$ cat src/rtl/core_pkg.sv
// Shared definitions for the RV32I core: fetch FSM states, the NOP encoding,
// base opcodes and a small PC helper.
package core_pkg;

  typedef enum logic [1:0] {
    FETCH = 2'd0,
    HOLD  = 2'd1,
    DROP  = 2'd2
  } fetch_state_t;

  // addi x0, x0, 0
  localparam logic [31:0] NOP_INSTR = 32'h0000_0013;

  localparam logic [6:0] R_TYPE      = 7'b0110011;
  localparam logic [6:0] I_TYPE_ALU  = 7'b0010011;
  localparam logic [6:0] I_TYPE_LOAD = 7'b0000011;
  localparam logic [6:0] S_TYPE      = 7'b0100011;
  localparam logic [6:0] B_TYPE      = 7'b1100011;
  localparam logic [6:0] JAL         = 7'b1101111;
  localparam logic [6:0] JALR        = 7'b1100111;
  localparam logic [6:0] LUI         = 7'b0110111;
  localparam logic [6:0] AUIPC       = 7'b0010111;
  localparam logic [6:0] SYSTEM      = 7'b1110011;

  // Sequential PC, wraps modulo 2^32.
  function automatic logic [31:0] pc_plus4(input logic [31:0] pc);
    return pc + 32'd4;
  endfunction

endpackage

$ cat src/rtl/if_id_reg.sv
// IF/ID pipeline register: load a fetched instruction, hold, or insert a bubble
// (keeps PC, forces NOP, clears valid). Bubble wins over load.
module if_id_reg #(
  parameter logic [31:0] NOP_INSTR = 32'h0000_0013
) (
  input  logic        i_clk,
  input  logic        i_rst_n,
  input  logic        i_load,
  input  logic        i_bubble,
  input  logic [31:0] i_pc,
  input  logic [31:0] i_instr,
  output logic [31:0] o_pc,
  output logic [31:0] o_instr,
  output logic        o_valid
);

  logic [31:0] pc_q, pc_d;
  logic [31:0] instr_q, instr_d;
  logic        valid_q, valid_d;

  // Select between hold, bubble and load.
  always_comb begin
    pc_d    = pc_q;
    instr_d = instr_q;
    valid_d = valid_q;
    if (i_bubble) begin
      instr_d = NOP_INSTR;
      valid_d = 1'b0;
    end else if (i_load) begin
      pc_d    = i_pc;
      instr_d = i_instr;
      valid_d = 1'b1;
    end
  end

  // Register update with synchronous reset to an empty slot.
  always_ff @(posedge i_clk) begin
    if (!i_rst_n) begin
      pc_q    <= 32'd0;
      instr_q <= NOP_INSTR;
      valid_q <= 1'b0;
    end else begin
      pc_q    <= pc_d;
      instr_q <= instr_d;
      valid_q <= valid_d;
    end
  end

  assign o_pc    = pc_q;
  assign o_instr = instr_q;
  assign o_valid = valid_q;

endmodule

$ cat src/rtl/fetch_stage.sv
// Instruction fetch stage with IF/ID register. One outstanding imem request;
// HOLD buffers a word while decode is stalled, DROP waits out a response made
// stale by a redirect. Optional perf counters under FETCH_PERF_CNT_EN.
module fetch_stage #(
  parameter logic [31:0] RESET_PC  = 32'h0000_0000,
  parameter logic [31:0] NOP_INSTR = 32'h0000_0013
) (
  input  logic        i_clk,
  input  logic        i_rst_n,
  input  logic        i_pc_sel,
  input  logic [31:0] i_pc_target,
  input  logic        i_pc_enable,
  input  logic        i_stall_id,
  input  logic        i_flush_id,
  output logic        o_imem_req,
  output logic [31:0] o_imem_addr,
  input  logic        i_imem_rvalid,
  input  logic [31:0] i_imem_rdata,
  output logic [31:0] o_id_pc,
  output logic [31:0] o_id_instr,
  output logic        o_id_valid
`ifdef FETCH_PERF_CNT_EN
  ,
  output logic [31:0] o_bubble_cnt,
  output logic [31:0] o_drop_cnt
`endif
);

  import core_pkg::*;

  fetch_state_t state_q, state_d;
  logic [31:0]  pc_q, pc_d;
  logic [31:0]  addr_q, addr_d;
  logic [31:0]  buf_q, buf_d;

  logic        advance, flush;
  logic        ifid_load, ifid_bubble;
  logic [31:0] ifid_pc, ifid_instr;
  logic        mem_bubble, resp_dropped;

  // Next-state, PC/address update and IF/ID select.
  always_comb begin
    advance      = i_pc_enable & i_stall_id;
    flush        = ~i_flush_id;
    state_d      = state_q;
    pc_d         = pc_q;
    addr_d       = addr_q;
    buf_d        = buf_q;
    ifid_load    = 1'b0;
    ifid_pc      = pc_q;
    ifid_instr   = i_imem_rdata;
    mem_bubble   = 1'b0;
    resp_dropped = 1'b0;
    o_imem_req   = 1'b0;
    case (state_q)
      FETCH: begin
        o_imem_req = 1'b1;
        if (i_imem_rvalid) begin
          if (i_pc_sel) begin
            pc_d         = i_pc_target;
            addr_d       = i_pc_target;
            resp_dropped = 1'b1;
          end else if (advance) begin
            ifid_load  = 1'b1;
            ifid_pc    = addr_q;
            ifid_instr = i_imem_rdata;
            pc_d       = pc_plus4(pc_q);
            addr_d     = pc_plus4(pc_q);
          end else begin
            buf_d   = i_imem_rdata;
            state_d = HOLD;
          end
        end else if (i_pc_sel) begin
          // Request stays outstanding at the old address until it answers.
          pc_d    = i_pc_target;
          state_d = DROP;
        end else begin
          mem_bubble = i_stall_id & ~flush;
        end
      end
      HOLD: begin
        if (i_pc_sel) begin
          pc_d    = i_pc_target;
          addr_d  = i_pc_target;
          state_d = FETCH;
        end else if (advance) begin
          ifid_load  = 1'b1;
          ifid_pc    = pc_q;
          ifid_instr = buf_q;
          pc_d       = pc_plus4(pc_q);
          addr_d     = pc_plus4(pc_q);
          state_d    = FETCH;
        end
      end
      DROP: begin
        o_imem_req = 1'b1;
        if (i_pc_sel) pc_d = i_pc_target;
        if (i_imem_rvalid) begin
          addr_d       = i_pc_sel ? i_pc_target : pc_q;
          resp_dropped = 1'b1;
          state_d      = FETCH;
        end
      end
      default: state_d = FETCH;
    endcase
    // Redirect and flush always bubble; otherwise bubble when decode is free
    // but nothing new is being loaded.
    ifid_bubble = i_pc_sel | flush | (~ifid_load & i_stall_id);
  end

  // Control state with synchronous reset.
  always_ff @(posedge i_clk) begin
    if (!i_rst_n) begin
      state_q <= FETCH;
      pc_q    <= RESET_PC;
      addr_q  <= RESET_PC;
    end else begin
      state_q <= state_d;
      pc_q    <= pc_d;
      addr_q  <= addr_d;
    end
  end

  // Buffered instruction word; only meaningful in HOLD.
  always_ff @(posedge i_clk) begin
    buf_q <= buf_d;
  end

  assign o_imem_addr = addr_q;

  if_id_reg #(
    .NOP_INSTR(NOP_INSTR)
  ) u_if_id (
    .i_clk   (i_clk),
    .i_rst_n (i_rst_n),
    .i_load  (ifid_load),
    .i_bubble(ifid_bubble),
    .i_pc    (ifid_pc),
    .i_instr (ifid_instr),
    .o_pc    (o_id_pc),
    .o_instr (o_id_instr),
    .o_valid (o_id_valid)
  );

`ifdef FETCH_PERF_CNT_EN
  logic [31:0] bubble_cnt_q, bubble_cnt_d;
  logic [31:0] drop_cnt_q, drop_cnt_d;

  // Saturating event counters.
  always_comb begin
    bubble_cnt_d = bubble_cnt_q;
    drop_cnt_d   = drop_cnt_q;
    if (mem_bubble && bubble_cnt_q != 32'hFFFF_FFFF) bubble_cnt_d = bubble_cnt_q + 32'd1;
    if (resp_dropped && drop_cnt_q != 32'hFFFF_FFFF) drop_cnt_d = drop_cnt_q + 32'd1;
  end

  // Counter registers with synchronous reset.
  always_ff @(posedge i_clk) begin
    if (!i_rst_n) begin
      bubble_cnt_q <= 32'd0;
      drop_cnt_q   <= 32'd0;
    end else begin
      bubble_cnt_q <= bubble_cnt_d;
      drop_cnt_q   <= drop_cnt_d;
    end
  end

  assign o_bubble_cnt = bubble_cnt_q;
  assign o_drop_cnt   = drop_cnt_q;
`else
  logic unused_perf;
  assign unused_perf = mem_bubble ^ resp_dropped;
`endif

endmodule
$ cat config.mk
export PLATFORM = sky130hd
export DESIGN_NAME = fetch_stage
export DESIGN_NICKNAME = d
export VERILOG_FILES = /design/src/rtl/core_pkg.sv /design/src/rtl/if_id_reg.sv /design/src/rtl/fetch_stage.sv
export SDC_FILE = /design/constraint.sdc
export NUM_CORES = 1
export LEC_CHECK = 0
export ABC_CLOCK_PERIOD_IN_PS = 4300
export BUFFER_PORTS_ARGS = -buffer_cell sky130_fd_sc_hd__buf_2
export CAP_MARGIN = 20
export CORE_UTILIZATION = 55
export CTS_BUF_LIST = sky130_fd_sc_hd__clkbuf_4
export DETAILED_ROUTE_END_ITERATION = 10
export PLACE_DENSITY_LB_ADDON = 0.08
export SETUP_SLACK_MARGIN = 0.15
export SYNTH_ARGS = -nofsm -noshare
export SYNTH_HDL_FRONTEND = slang
export SYNTH_SLANG_ARGS = --single-unit
$ cat constraint.sdc
create_clock -name i_clk -period 4.3 [get_ports i_clk]
set_input_delay 0.86 -clock i_clk [delete_from_list [all_inputs] [get_ports i_clk]]
set_output_delay 0.86 -clock i_clk [all_outputs]
set_load 0.05 [all_outputs]
# [Yosys cells after proc, flatten, opt, wreduce, memory -nomap -nowiden]
# Index checks and enable logic that the tools add are counted.
[word_totals] wordCells=63 out_inout_bits=98 reg_bits=163 inputBits=71
[op_classes] addsub=1 eq_ne=8 n_reduce_logical=8 muxes=30 bitwise_logic=9
[op_table] operator="2-to-1 mux 32 bit" count=15
[op_table] operator="one-hot mux 32 bit (3 select lines)" count=2
[op_table] operator="adder 32 x 3 -> 32 bit (second input constant)" count=1
[op_table] operator="2-to-1 mux 2 bit" count=7
[op_table] operator="inequality test 3 bit (second input constant)" count=4
[op_table] operator="one-hot mux 2 bit (3 select lines)" count=1
[op_table] operator="AND reduction 3 bit" count=2
[op_table] operator="NOT 1 bit" count=5
[op_table] operator="AND reduction 5 bit" count=1
[op_table] operator="2-to-1 mux 1 bit" count=4
[op_table] operator="inequality test 2 bit (second input constant)" count=2
[op_table] operator="OR reduction 2 bit" count=2
[op_table] operator="nonzero test 3 bit" count=1
[op_table] operator="bitwise AND 1 bit" count=2
[op_table] operator="equality test 2 x 1 -> 1 bit (second input constant)" count=1
[op_table] operator="equality test 2 bit (second input constant)" count=1
[op_table] operator="logical NOT 2 bit" count=1
[op_table] operator="bitwise OR 1 bit" count=2
[op_table] operator="one-hot mux 1 bit (2 select lines)" count=1
[op_table] operator="AND reduction 2 bit" count=1

# [Longest topological paths before layout]
[depth] depth_word=10 depth_mapped=9 mapped_depth_nobuf=8

# [Hierarchy]
# Synthesis repeated with hierarchy kept, for this count alone.
[hier_totals] cells_unflattened=1292 hier_area_um2=10065.9
[by_module_without_submodules] module="fetch_stage" cells_each=1044 n_inst=1 seq_area_each_um2=2282.2 area_each_um2=7608.5
[by_module_without_submodules] module="if_id_reg" cells_each=248 n_inst=1 seq_area_each_um2=1301.2 area_each_um2=2457.4

# [Least setup slack after synthesis]
# Ideal clock, no wire load.
[synth_timing] path_type="register -> output" startpoint="register state_q[0]" endpoint="output port o_imem_req" n_path_buf=3 setup_slack_ps=1758 t_arrival_ps=1682 path_stages_with_launch=7 required_time_ps=3440 path_cell_list="dfxtp_1 > inv_1 > ha_1 > clkbuf_1 > clkbuf_1 > clkbuf_1 > or2_2"
[synth_via] elab_chain_cells=3 elab_cells_between_ends=4 cone_classes="1 x eq/ne; 1 x mux; 2 x reduce/logical"
[synth_lines] item="start: declaration" line_no="fetch_stage.sv:31" rtl="fetch_state_t state_q, state_d;"
[synth_lines] item="start signal: assignment" line_no="fetch_stage.sv:118" rtl="state_q <= state_d;"
[synth_lines] item="equality test 2 bit or logical NOT 2 bit (tied branches)" line_no="fetch_stage.sv:55" rtl="case (state_q)"
[synth_lines] item="OR reduction 2 bit (no line) (*)"
[synth_lines] item="2-to-1 mux 1 bit (*)" line_no="fetch_stage.sv:55"
[synth_lines] item="end: declaration" line_no="fetch_stage.sv:15" rtl="output logic o_imem_req,"
# Every way passes the cells marked *; elsewhere a longest branch is shown, timed or not.

# [Final worst setup path]
[layout_timing] startpoint="register pc_q[2]" endpoint="register addr_q[20] (netlist: o_imem_addr[20])"
[layout_via] elab_chain_cells=5
[layout_lines] item="start: declaration" line_no="fetch_stage.sv:32" rtl="logic [31:0] pc_q, pc_d;"
[layout_lines] item="start signal: assignment" line_no="fetch_stage.sv:119" rtl="pc_q <= pc_d;"
[layout_lines] item="adder 32 x 3 -> 32 bit (*)" line_no="core_pkg.sv:27" rtl="return pc + 32'd4;"
[layout_lines] item="2-to-1 mux 32 bit (*)" line_no="fetch_stage.sv:63, fetch_stage.sv:86"
[layout_lines] item="2-to-1 mux 32 bit (*)" line_no="fetch_stage.sv:59" rtl="if (i_pc_sel) begin"
[layout_lines] item="2-to-1 mux 32 bit" line_no="fetch_stage.sv:58" rtl="if (i_imem_rvalid) begin"
[layout_lines] item="one-hot mux 32 bit (3 select lines) (*)" line_no="fetch_stage.sv:55"
[layout_lines] item="end signal: assignment" line_no="fetch_stage.sv:120" rtl="addr_q <= addr_d;"
[layout_lines] item="end: declaration" line_no="fetch_stage.sv:33" rtl="logic [31:0] addr_q, addr_d;"
# Every way passes the cells marked *; elsewhere a longest branch is shown, timed or not. The select of a mux whose other input is x is not followed.
# A chain may end at the register's enable or synchronous reset.

==> out/summary.txt <==
============================================================================================
Crit path cell chain                                                            ha_1, nand3_1, nor4_1, nand3_1, nor3_1, xnor2_1, o21ai_0
Vias in the first global route                                                         8,571
Adder and majority cell fraction of the synthesized area                             0.00647
Worst Hold End                                                                  u_if_id.o_valid$_SDFFE_PP0P_
Largest voltage drop on the vdd net                                                   171 µV
Ys Warns                                                                                   0
Clock transition at the registers of the reported paths                               140 ps
Weighted congestion reported at the end of routability-driven placement                0.920
Number of placement rows                                                                  48
Library cell used as clock root buffer                                          sky130_fd_sc_hd__clkbuf_4
Gates resized, CTS repair                                                                  0
Seq cells post-synth                                                                     163
Launching element type of the critical path                                             flop
Chip height                                                                           135 µm
CTS H-tree depth                                                                           4
Total gr overflow                                                                          0
Post-synth EDFFs                                                                          32
Basic-gate share of the synthesized area counting and, or, nand and nor cells          0.248
Commonest non-fill, non-tap cells in the layout                                 sky130_fd_sc_hd__nand2_1 (205), sky130_fd_sc_hd__buf_2 (167), sky130_fd_sc_hd__dfxtp_1 (131), sky130_fd_sc_hd__o21ai_0 (94), sky130_fd_sc_hd__nor2_1 (85)
Critical path data arrival time                                                      3550 ps
Multiplexer fraction of the synthesized cell area                                     0.0772
Max Clk Rate                                                                         325 MHz
GR Util All Layers                                                                     0.320
Leading register cell type out of synthesis                                     sky130_fd_sc_hd__dfxtp_1
Post-detailed-route wirelength per cell                                              18.4 µm
Number of top-level pins                                                                 169
Post-Route Hold Slack                                                                 475 ps
Post-CTS setup buffers                                                                     0
Number of setup violations in the final report                                             0
Total die area                                                                    18,100 µm²
Area growth from synthesis to final layout                                             12.4%
Worst-case reg-to-reg path depth                                                           7
Maximum clock skew at final layout                                                   17.6 ps
Hold Crit Start                                                                 u_if_id.o_valid$_SDFFE_PP0P_
Class of the tightest hold or removal check                                          reg2reg
Via count                                                                              9,490
Global-route wire length before repair                                             45,600 µm
RSZ-0062 raised after global routing                                                   false
Number of antenna violations at the first check in global routing                          1
Max-capacitance violation count                                                            0
Number of buffers on the longest clock path                                                2
Routed vias/inst                                                                        6.06
Leading cell type in the layout, fill and taps excluded                         sky130_fd_sc_hd__nand2_1
Remaining number of nets flagged by the antenna check after routing                        0
Total core area                                                                   17,200 µm²
Die width                                                                             135 µm
Combinational family with the most area after synthesis                         simple AND/OR/NAND/NOR gates
Slowest cell on the critical path                                               sky130_fd_sc_hd__nor4_1
Share of post-route cells with drive strength above 1                                  0.184
Leakage Power                                                                     0.00423 µW
Most frequent cell on the critical path                                         sky130_fd_sc_hd__nand3_1
Portion of the post-synthesis area used by sequential elements                         0.371
Cell area after synthesis                                                           9670 µm²
Remaining design rule violation count                                                      0
Clock latency of the later-clocked register in the worst-skew pair                    590 ps
Estimated wirelength of the detail-placed design                                   19,700 µm
Async set-reset flop share out of synthesis                                                0
Compound-cell area share of the yosys netlist                                          0.203
Number of standard cells after synthesis                                               1,225
Setup slack of the worst register-to-register path                                   1230 ps
Max Slew Vio Count                                                                         0
Netlist cell types                                                                        73
Peak per-stage delay on the critical path                                             880 ps
CP max FO                                                                                  9
Cell depth of the worst hold path                                                          2
R2R Path Start                                                                  pc_q[2]$_SDFFE_PN0N_
Startpoint-to-endpoint class of the critical path                                    reg2reg
Category of the worst setup path capture point                                          flop
XOR/XNOR Fraction of Synth Area                                                       0.0398
Clock tree from TritonCTS                                                                yes
Pin count of the biggest net entering global routing                                      65
Critical path required time                                                          4780 ps
TritonCTS Buffers                                                                         17
Post-Synthesis Mean Instance Area                                                   7.90 µm²
Final hold vios                                                                            0
Power density cells                                                               343 nW/µm²
Endpoint of the most critical register-to-register path                         o_imem_addr[20]$_SDFFE_PN0P_
Starting utilization of the core area                                                  0.561
Worst Tran Pin Value                                                                 1010 ps
Crit path time final                                                                 3070 ps
Length of the first detailed-routing pass in iterations                                    6
Number of hold buffers added after cts                                                     0
Share of the cycle needed by the critical path after routing                           0.715
Syn nets                                                                               1,301
Max transition margin                                                                  0.318
WL final                                                                           28,700 µm
NumNets Final                                                                          1,402
Setup TNS Final                                                                         0 ps
Outcome                                                                         finished clean
Initial DRC Count                                                                      1,026
CTS Sinks                                                                                163
Buffers on Ports                                                                         168
============================================================================================
[worst max-delay path by stage]
stage | startpoint | to | slack, ps | cells after the start
5_1_grt | pc_q[2]$_SDFFE_PN0N_ | o_imem_addr[20]$_SDFFE_PN0P_ | 1110 | 7
3_5_place_dp | i_pc_sel | o_imem_addr[9]$_SDFFE_PN0P_ | 1100 | 7
4_1_cts | state_q[0]$_SDFFE_PN0P_ | o_imem_req | 1230 | 5
6_report | pc_q[2]$_SDFFE_PN0N_ | o_imem_addr[20]$_SDFFE_PN0P_ | 1230 | 7
2_1_floorplan | state_q[0]$_SDFFE_PN0P_ | o_imem_req | 1760 | 6
3_3_place_gp | i_pc_sel | o_imem_addr[10]$_SDFFE_PN0P_ | 1130 | 7
[synth_stat cells (6+ instances only)]
cell type                  instances  area [µm²]
sky130_fd_sc_hd__o31ai_1           9        67.6
sky130_fd_sc_hd__edfxtp_1         32         961
sky130_fd_sc_hd__dfxtp_1         131        2620
sky130_fd_sc_hd__mux2i_1          69         691
sky130_fd_sc_hd__buf_1             6        22.5
sky130_fd_sc_hd__o21ai_0          95         475
sky130_fd_sc_hd__nand2b_1         20         125
sky130_fd_sc_hd__nand2_1         206         773
sky130_fd_sc_hd__a21boi_0          6        45.0
sky130_fd_sc_hd__nor4_1           13        81.3
sky130_fd_sc_hd__nand3_1          45         225
sky130_fd_sc_hd__nand4_1           9        56.3
sky130_fd_sc_hd__inv_1            16        60.1
sky130_fd_sc_hd__a31oi_1          10        62.6
sky130_fd_sc_hd__a211oi_1         41         308
sky130_fd_sc_hd__and3_1            8        50.1
sky130_fd_sc_hd__xnor2_1          28         245
sky130_fd_sc_hd__nor3_1           40         200
sky130_fd_sc_hd__a22oi_1           8        60.1
sky130_fd_sc_hd__xor2_1           16         140
sky130_fd_sc_hd__buf_2             8        40.0
sky130_fd_sc_hd__o221ai_1          6        52.6
sky130_fd_sc_hd__o211ai_1         18         135
sky130_fd_sc_hd__nor2_1           87         327
sky130_fd_sc_hd__clkbuf_1         92         345
sky130_fd_sc_hd__nor2b_1          45         282
sky130_fd_sc_hd__and2_1            9        56.3
sky130_fd_sc_hd__a21oi_1          47         235
[registers in the layout (all words and copies together), names as in the netlist]
register and cells:
buf_q 32, o_imem_addr 32, pc_q 32, state_q 2
u_if_id.o_instr 32, u_if_id.o_pc 32, u_if_id.o_valid 1
[layout make-up]
cell class	count	area (µm²)
sequential	163	3580
tap	225	282
timing repair buffer	194	1060
clock inverter	13	135
clock buffer	19	143
multi-input combinational	931	5590
inverter	19	71.3
antenna	1	2.50
fill	1590	6360
[worst max-delay path, delay by kind of cell (launching register included)]
family / cells / cell delay, ps
flops: 1 / 590
compound gates: 1 / 110
xor+xnor: 1 / 160
fa+ha+maj: 1 / 300
simple gates: 4 / 1780
[kinds of logic (layout without fill, tap and decap cells)]
family                   Yosys count  in the layout
AND/OR/NAND/NOR                  508            508
AO/OA/AOI/OAI                    300            300
flip-flops                       163            163
buffers and inverters            131            245
multiplexers                      74             74
XOR/XNOR                          44             44
adder cells (fa/ha/maj)            5              5
other                              0              1
[where the power goes]
part | internal [µW] | total (µW) | switching (µW)
combinational | 334 | 966 | 632
sequential | 1670 | 1820 | 155
clock | 357 | 940 | 583
[metal layers]
layer / up-vias / GRT usage / part of all wire / wire length (µm)
met5: - / 0 / 0 / 0
met2: 470 / 0.486 / 0.43 / 12400
met4: 0 / 0.145 / 0.034 / 985
li1: 4589 / - / - / -
met1: 4347 / 0.435 / 0.44 / 12600
met3: 84 / 0.0709 / 0.095 / 2740
[per-stage QoR]
step,setup WS (ps),total power [µW],cell area [µm²],instances,utilization
2_1_floorplan,1760,2520,9670,1225,-
3_3_place_gp,1130,2790,10600,1532,0.615
3_5_place_dp,1100,2800,10600,1532,0.615
5_1_grt,1110,3890,10900,1565,0.631
6_report,1230,3730,10900,1565,0.631
4_1_cts,1230,3730,10900,1564,0.631
Note: power is estimated with default switching activity, not from simulation.
